File: src/rtl/frame_rx_14443a_pkg.sv
// frame_rx_14443a_pkg: shared FSM encoding and frame geometry constants
package frame_rx_14443a_pkg;
  typedef enum logic [1:0] {ST_IDLE, ST_DATA, ST_PARITY, ST_DONE} state_t;
  localparam logic [3:0] DATA_BITS = 4'd8;
  localparam logic [3:0] SHORT_FRAME_BITS = 4'd7;
endpackage

File: src/rtl/frame_rx_shift.sv
// frame_rx_shift: LSB-first byte assembly, bit counter and running odd parity (parity kept only with FRAME_RX_14443A_PARITY_CHECK_EN)
module frame_rx_shift (
  input  logic       i_clk,
  input  logic       i_rst,
  input  logic       i_clr,
  input  logic       i_shift,
  input  logic       i_data,
  output logic [7:0] o_byte,
  output logic [7:0] o_byte_nxt,
  output logic [3:0] o_bitcnt_nxt,
  output logic       o_par_mis
);
  logic [7:0] r_byte;
  logic [3:0] r_bitcnt;
  assign o_byte       = r_byte;
  assign o_byte_nxt   = r_byte | ({7'b0, i_shift & i_data} << r_bitcnt[2:0]);
  assign o_bitcnt_nxt = r_bitcnt + {3'b0, i_shift};
  // each strobe drops the bit into position bitcnt; unwritten positions stay 0
  always_ff @(posedge i_clk or posedge i_rst)
    if (i_rst) begin
      r_byte   <= '0;
      r_bitcnt <= '0;
    end else if (i_clr) begin
      r_byte   <= '0;
      r_bitcnt <= '0;
    end else if (i_shift) begin
      r_byte   <= o_byte_nxt;
      r_bitcnt <= o_bitcnt_nxt;
    end
`ifdef FRAME_RX_14443A_PARITY_CHECK_EN
  logic r_xor;
  // running XOR of data bits; the expected odd-parity bit is its complement
  always_ff @(posedge i_clk or posedge i_rst)
    if (i_rst) r_xor <= 1'b0;
    else if (i_clr) r_xor <= 1'b0;
    else if (i_shift) r_xor <= r_xor ^ i_data;
  assign o_par_mis = i_data == r_xor;
`else
  assign o_par_mis = 1'b0;
`endif
endmodule

File: src/rtl/frame_rx_14443a.sv
// frame_rx_14443a: ISO 14443-A PCD->PICC frame receiver; parity checking enabled by FRAME_RX_14443A_PARITY_CHECK_EN
module frame_rx_14443a
  import frame_rx_14443a_pkg::*;
#(
  parameter int MAX_BYTES = 64,
  parameter int CNT_W = 7
) (
  input  logic             in_clk,
  input  logic             in_rst,
  input  logic             in_enable,
  input  logic             in_data,
  input  logic             in_bit_valid,
  input  logic             in_eof,
  output logic [7:0]       out_byte,
  output logic             out_byte_valid,
  output logic             out_par_err,
  output logic             out_short_frame,
  output logic             out_frame_done,
  output logic             out_frame_err,
  output logic             out_ovf,
  output logic [CNT_W-1:0] out_byte_cnt
);
  localparam logic [CNT_W-1:0] MAX_CNT = CNT_W'(MAX_BYTES);
  state_t r_state, w_state_nxt;
  logic [7:0] r_byte, w_byte, w_byte_nxt;
  logic [CNT_W-1:0] r_byte_cnt;
  logic [3:0] w_bitcnt_nxt, w_bitcnt_upd;
  logic r_byte_valid, r_par_err, r_short, r_done, r_frame_err, r_ovf;
  logic w_bv_in, w_sof, w_shift, w_par_stb, w_clr, w_full, w_deliver, w_drop;
  logic w_eof, w_short, w_err, w_par_mis, w_par_err;
  frame_rx_shift u_shift (
    .i_clk       (in_clk),
    .i_rst       (in_rst),
    .i_clr       (w_clr),
    .i_shift     (w_shift),
    .i_data      (in_data),
    .o_byte      (w_byte),
    .o_byte_nxt  (w_byte_nxt),
    .o_bitcnt_nxt(w_bitcnt_nxt),
    .o_par_mis   (w_par_mis)
  );
  // state register
  always_ff @(posedge in_clk or posedge in_rst)
    if (in_rst) r_state <= ST_IDLE;
    else r_state <= w_state_nxt;
  // next state: EOF wins over the bit it arrives with, DONE lasts one cycle
  always_comb begin
    w_state_nxt = r_state;
    case (r_state)
      ST_IDLE:   w_state_nxt = w_sof ? ST_DATA : ST_IDLE;
      ST_DATA:   w_state_nxt = in_eof ? ST_DONE : (w_shift && w_bitcnt_nxt == DATA_BITS) ? ST_PARITY : ST_DATA;
      ST_PARITY: w_state_nxt = in_eof ? ST_DONE : w_par_stb ? ST_DATA : ST_PARITY;
      default:   w_state_nxt = ST_IDLE;
    endcase
    if (!in_enable) w_state_nxt = ST_IDLE;
  end
  // output decode: next values of the registered strobes and flags
  always_comb begin
    w_bv_in      = in_enable & in_bit_valid;
    w_sof        = r_state == ST_IDLE && w_bv_in && in_data;
    w_shift      = r_state == ST_DATA && w_bv_in;
    w_par_stb    = r_state == ST_PARITY && w_bv_in;
    w_clr        = !in_enable || w_sof || w_par_stb;
    w_full       = r_byte_cnt == MAX_CNT;
    w_deliver    = w_par_stb && !w_full;
    w_drop       = w_par_stb && w_full;
    w_par_err    = w_deliver && w_par_mis;
    w_eof        = in_enable && in_eof && (r_state == ST_DATA || r_state == ST_PARITY);
    w_bitcnt_upd = w_par_stb ? 4'd0 : w_bitcnt_nxt;
    w_short      = w_eof && w_bitcnt_upd == SHORT_FRAME_BITS && r_byte_cnt == '0;
    w_err        = w_eof && w_bitcnt_upd != 4'd0 && !w_short;
  end
  // registered outputs; SOF clears the per-frame count and sticky flags
  always_ff @(posedge in_clk or posedge in_rst)
    if (in_rst) begin
      r_byte       <= '0;
      r_byte_valid <= 1'b0;
      r_par_err    <= 1'b0;
      r_short      <= 1'b0;
      r_done       <= 1'b0;
      r_byte_cnt   <= '0;
      r_frame_err  <= 1'b0;
      r_ovf        <= 1'b0;
    end else begin
      r_byte_valid <= w_deliver;
      r_par_err    <= w_par_err;
      r_short      <= w_short;
      r_done       <= w_eof;
      if (w_deliver) r_byte <= w_byte;
      else if (w_short) r_byte <= {1'b0, w_byte_nxt[6:0]};
      r_byte_cnt   <= w_sof ? '0 : w_deliver ? r_byte_cnt + CNT_W'(1) : r_byte_cnt;
      r_frame_err  <= w_sof ? 1'b0 : r_frame_err | w_err;
      r_ovf        <= w_sof ? 1'b0 : r_ovf | w_drop;
    end
  assign out_byte        = r_byte;
  assign out_byte_valid  = r_byte_valid;
  assign out_par_err     = r_par_err;
  assign out_short_frame = r_short;
  assign out_frame_done  = r_done;
  assign out_frame_err   = r_frame_err;
  assign out_ovf         = r_ovf;
  assign out_byte_cnt    = r_byte_cnt;
endmodule

File: config.mk
export PLATFORM = sky130hd
export DESIGN_NAME = frame_rx_14443a
export DESIGN_NICKNAME = d
export VERILOG_FILES = /design/src/rtl/frame_rx_14443a_pkg.sv /design/src/rtl/frame_rx_shift.sv /design/src/rtl/frame_rx_14443a.sv
export SDC_FILE = /design/constraint.sdc
export NUM_CORES = 1
export LEC_CHECK = 0
export ABC_AREA = 1
export BUFFER_PORTS_ARGS = -buffer_cell sky130_fd_sc_hd__buf_2
export CAP_MARGIN = 30
export CORE_ASPECT_RATIO = 1.2
export CORE_MARGIN = 2
export CORE_UTILIZATION = 51
export CTS_CLUSTER_DIAMETER = 100
export CTS_CLUSTER_SIZE = 10
export DETAILED_ROUTE_END_ITERATION = 10
export PLACE_DENSITY = 0.78
export SLEW_MARGIN = 25
export SYNTH_ARGS = -nofsm -noshare
export SYNTH_HDL_FRONTEND = slang
export SYNTH_SLANG_ARGS = --single-unit
File: constraint.sdc
create_clock -name in_clk -period 2.12 [get_ports in_clk]
set_input_delay 0.53 -clock in_clk [delete_from_list [all_inputs] [get_ports in_clk]]
set_output_delay 0.53 -clock in_clk [all_outputs]
set_load 0.05 [all_outputs]
==> results.toml <==
[outcome]
status = "complete, no violations"

[drt]
dr_wl_met3_um = 164
drt-initial-drc-count = 47
drt-met1-wl_um = 1734
routedWlPerCell_um = 11.82
ant_nets = 0
firstDrtPassIters = 4
top_layer = "met4"
drc_errors = 0
vias = 1677
wl_um = 3971
vias_per_cell = 4.991
met2_wirelength_um = 1971

[finish]
fin_area_mm2 = 0.002323
layout_common_cells = "63 x nand2_1, 34 x dfrtp_1, 32 x inv_1"
drive_gt1_share_pct = 26.06
layout_commonest_cell = "nand2_1"
fin_nets = 297
areaGrowthSynthToFinish_pct = 20.27
antenna_cells = 0

[clock_tree]
clk_path_buf_depth = 2
cts.clk_slew.worst_paths_ns = 0.07
cts_sinks = 34
clock_latency_ns = 0.29
h-tree-depth = 2
numCtsBuffers = 5
cts_root_buffer = "clkbuf_8"
cts_tree = "yes"
hold_buffers = 0

[timing]
slew_headroom_pct = 62.10
min_period_ns = 2.017
slew_viol_final = 0
hold_violations = 0
skew_ns = 0.003961
fin_crit_sh_pct = 95.13
setup_viol = 0
setup_tns_ns = 0
max_freq_mhz = 495.9
worst_pin_slew_ns = 0.5663

[place]
dp_hpwl_um = 2809
place_area_mm2 = 0.002160
gp_congestion = 0.8400
port_buffers = 25

[global_routing]
grt_pass1_vias = 1656
grt_first_pass_wirelength_um = 6900
gr-usage-all-layers_pct = 20.83
grt_antenna_before_repair = 0
grt_max_degree = 35
overflow = 0

[yosys]
ys_ff_latch = 34
ys_seq_area_share_pct = 44.04
async_reset_ff_share_pct = 100.0
syn_area_per_cell_um2 = 7.917
synth_cell_type_count = 28
synth_edf_count = 0
yosys_most_used_dff = "dfrtp_1"
synth_nets = 258
synth_warnings = 0
netlist_area_mm2 = 0.001932
synthCells = 244

[setup_path]
crit_type = "register to register"
crit_path_frequent_cell = "nand2_1"
critPathMaxStageDelay_ns = 0.41
cp_cell_sequence = "ha_4, inv_4, nor2_8, ha_2, ha_4, inv_1, nand2_1, nand2_2, nand2_1, nor2_4, nand3_4, nand2_4, nand2_1, nand2_1"
worstPathMaxFanout = 7
startpoint_type = "register"
required_ns = 2.35
cp-end-kind = "register"
critPathTopFamily = "simple AND/OR/NAND/NOR gates"
cpMaxStageDelayCell = "dfrtp_1"
worst-path-buf-inv = 2
worst_ep_arrival_time_ns = 2.25

[power]
leakagePower_nw = 1.248
vdd_drop_max_mv = 0.3798
pwr_density_cell_mw_per_mm2 = 566.3

[run]
cap_violations = 0

[floorplan]
io_pins = 27
die_area_mm2 = 0.004298
die_h_um = 71.42
initial_core_util_pct = 53.17
num_rows = 24
coreArea_mm2 = 0.003633
fp.dieW_um = 60.19

[min_path]
hp-class = "input port to async pin"
worst reg2reg max path: stages (launching register included):
cell and delay (ns):
dfrtp_1 0.41, ha_4 0.18, inv_4 0.07, nor2_8 0.04
ha_2 0.18, ha_4 0.16, inv_1 0.07, nand2_1 0.09
nand2_2 0.10, nand2_1 0.08, nor2_4 0.18, nand3_4 0.15
nand2_4 0.14, nand2_1 0.07, nand2_1 0.05
cell type report:
class / instances / area (um^2)
Sequential cell: 34 / 850.8
Inverter: 39 / 148.9
Timing Repair Buffer: 37 / 215.2
Clock inverter: 1 / 5.005
Clock buffer: 7 / 86.33
Multi-Input combinational cell: 166 / 952.2
Fill cell: 316 / 1310
Tap cell: 52 / 65.06
worst paths after layout:
path | from | end | slack (ns) | cells past startpoint
min in group in_clk | out_ovf$_DFF_PP0_ | out_ovf$_DFF_PP0_ | 0.50 | 2
hold reg to reg | out_ovf$_DFF_PP0_ | out_ovf$_DFF_PP0_ | 0.50 | 2
setup / recovery | r_state[0]$_DFF_PP0_ | out_byte[5]$_DFFE_PP0P_ | 0.10 | 14
max in group asynchronous | in_rst | u_shift.o_byte[6]$_DFFE_PP0P_ | 1.49 | 3
setup reg to reg | r_state[0]$_DFF_PP0_ | out_byte[5]$_DFFE_PP0P_ | 0.10 | 14
hold / removal | in_rst | out_byte_cnt[2]$_DFFE_PP0P_ | 0.32 | 3
flip-flops by register name, summed over array words and instances (netlist names), 2 cells and up:
name	flops
r_state	2
u_shift.r_bitcnt	4
out_byte_cnt	7
u_shift.o_byte	8
out_byte	8
synth_stat cells (2+ instances only):
| master | instances | area (um^2) |
|---|---|---|
| nand2_2 | 2 | 12.51 |
| a21oi_1 | 14 | 70.07 |
| o21ai_1 | 4 | 20.02 |
| nand2_1 | 65 | 244.0 |
| nand3_2 | 2 | 20.02 |
| buf_6 | 2 | 22.52 |
| ha_1 | 8 | 100.1 |
| nor2_1 | 17 | 63.81 |
| nor2_2 | 3 | 18.77 |
| nor2_4 | 4 | 45.04 |
| nand4_1 | 5 | 31.28 |
| inv_1 | 35 | 131.4 |
| o21ai_0 | 5 | 25.02 |
| inv_2 | 3 | 11.26 |
| a211oi_1 | 2 | 15.01 |
| nand3_1 | 26 | 130.1 |
| dfrtp_1 | 34 | 850.8 |
| buf_2 | 3 | 15.01 |
where the power goes:
part | internal, W | switching, W | leakage, nW
Sequential | 0.000659 | 0.0000107 | 0.474
Combinational | 0.0000472 | 0.000110 | 0.726
Clock | 0.000262 | 0.000227 | 0.0482
Total | 0.000968 | 0.000348 | 1.25
timing repair:
action,CTS,global route
setup endpoints to repair,9,9
pin swaps,1,4
gates resized for setup,5,10
buffers inserted,0,1
cloned,1,0
logic make-up after synthesis:
kind of cell	synth area share [%]
AND/OR/NAND/NOR	32.19
buffers and inverters	9.909
AO/OA/AOI/OAI	8.485
adder cells (fa/ha/maj)	5.182
flip-flops	44.04
other	0.1941
routing by layer:
metal  GRT usage [%]  vias up
li1                -      844
met2           33.45       42
met1           25.26      781
met5               0        -
met4           11.36        0
met3           4.874       10
through the flow:
stage                     hold slack [ns]  std cells  total power [W]  worst slack (ns)  utilization [%]
after floorplan                    0.4862        244        0.0007833           0.07127                -
after global placement             0.4913        326        0.0008256          -0.03725            59.44
after detailed placement           0.4966        326        0.0008280           -0.1023            59.44
after CTS                          0.3386        335         0.001320           0.01962            62.78
after global routing               0.3625        336         0.001377         -0.006161            63.95
final                              0.3228        336         0.001316            0.1033            63.95
No activity file was read; power rests on OpenSTA's default activity.
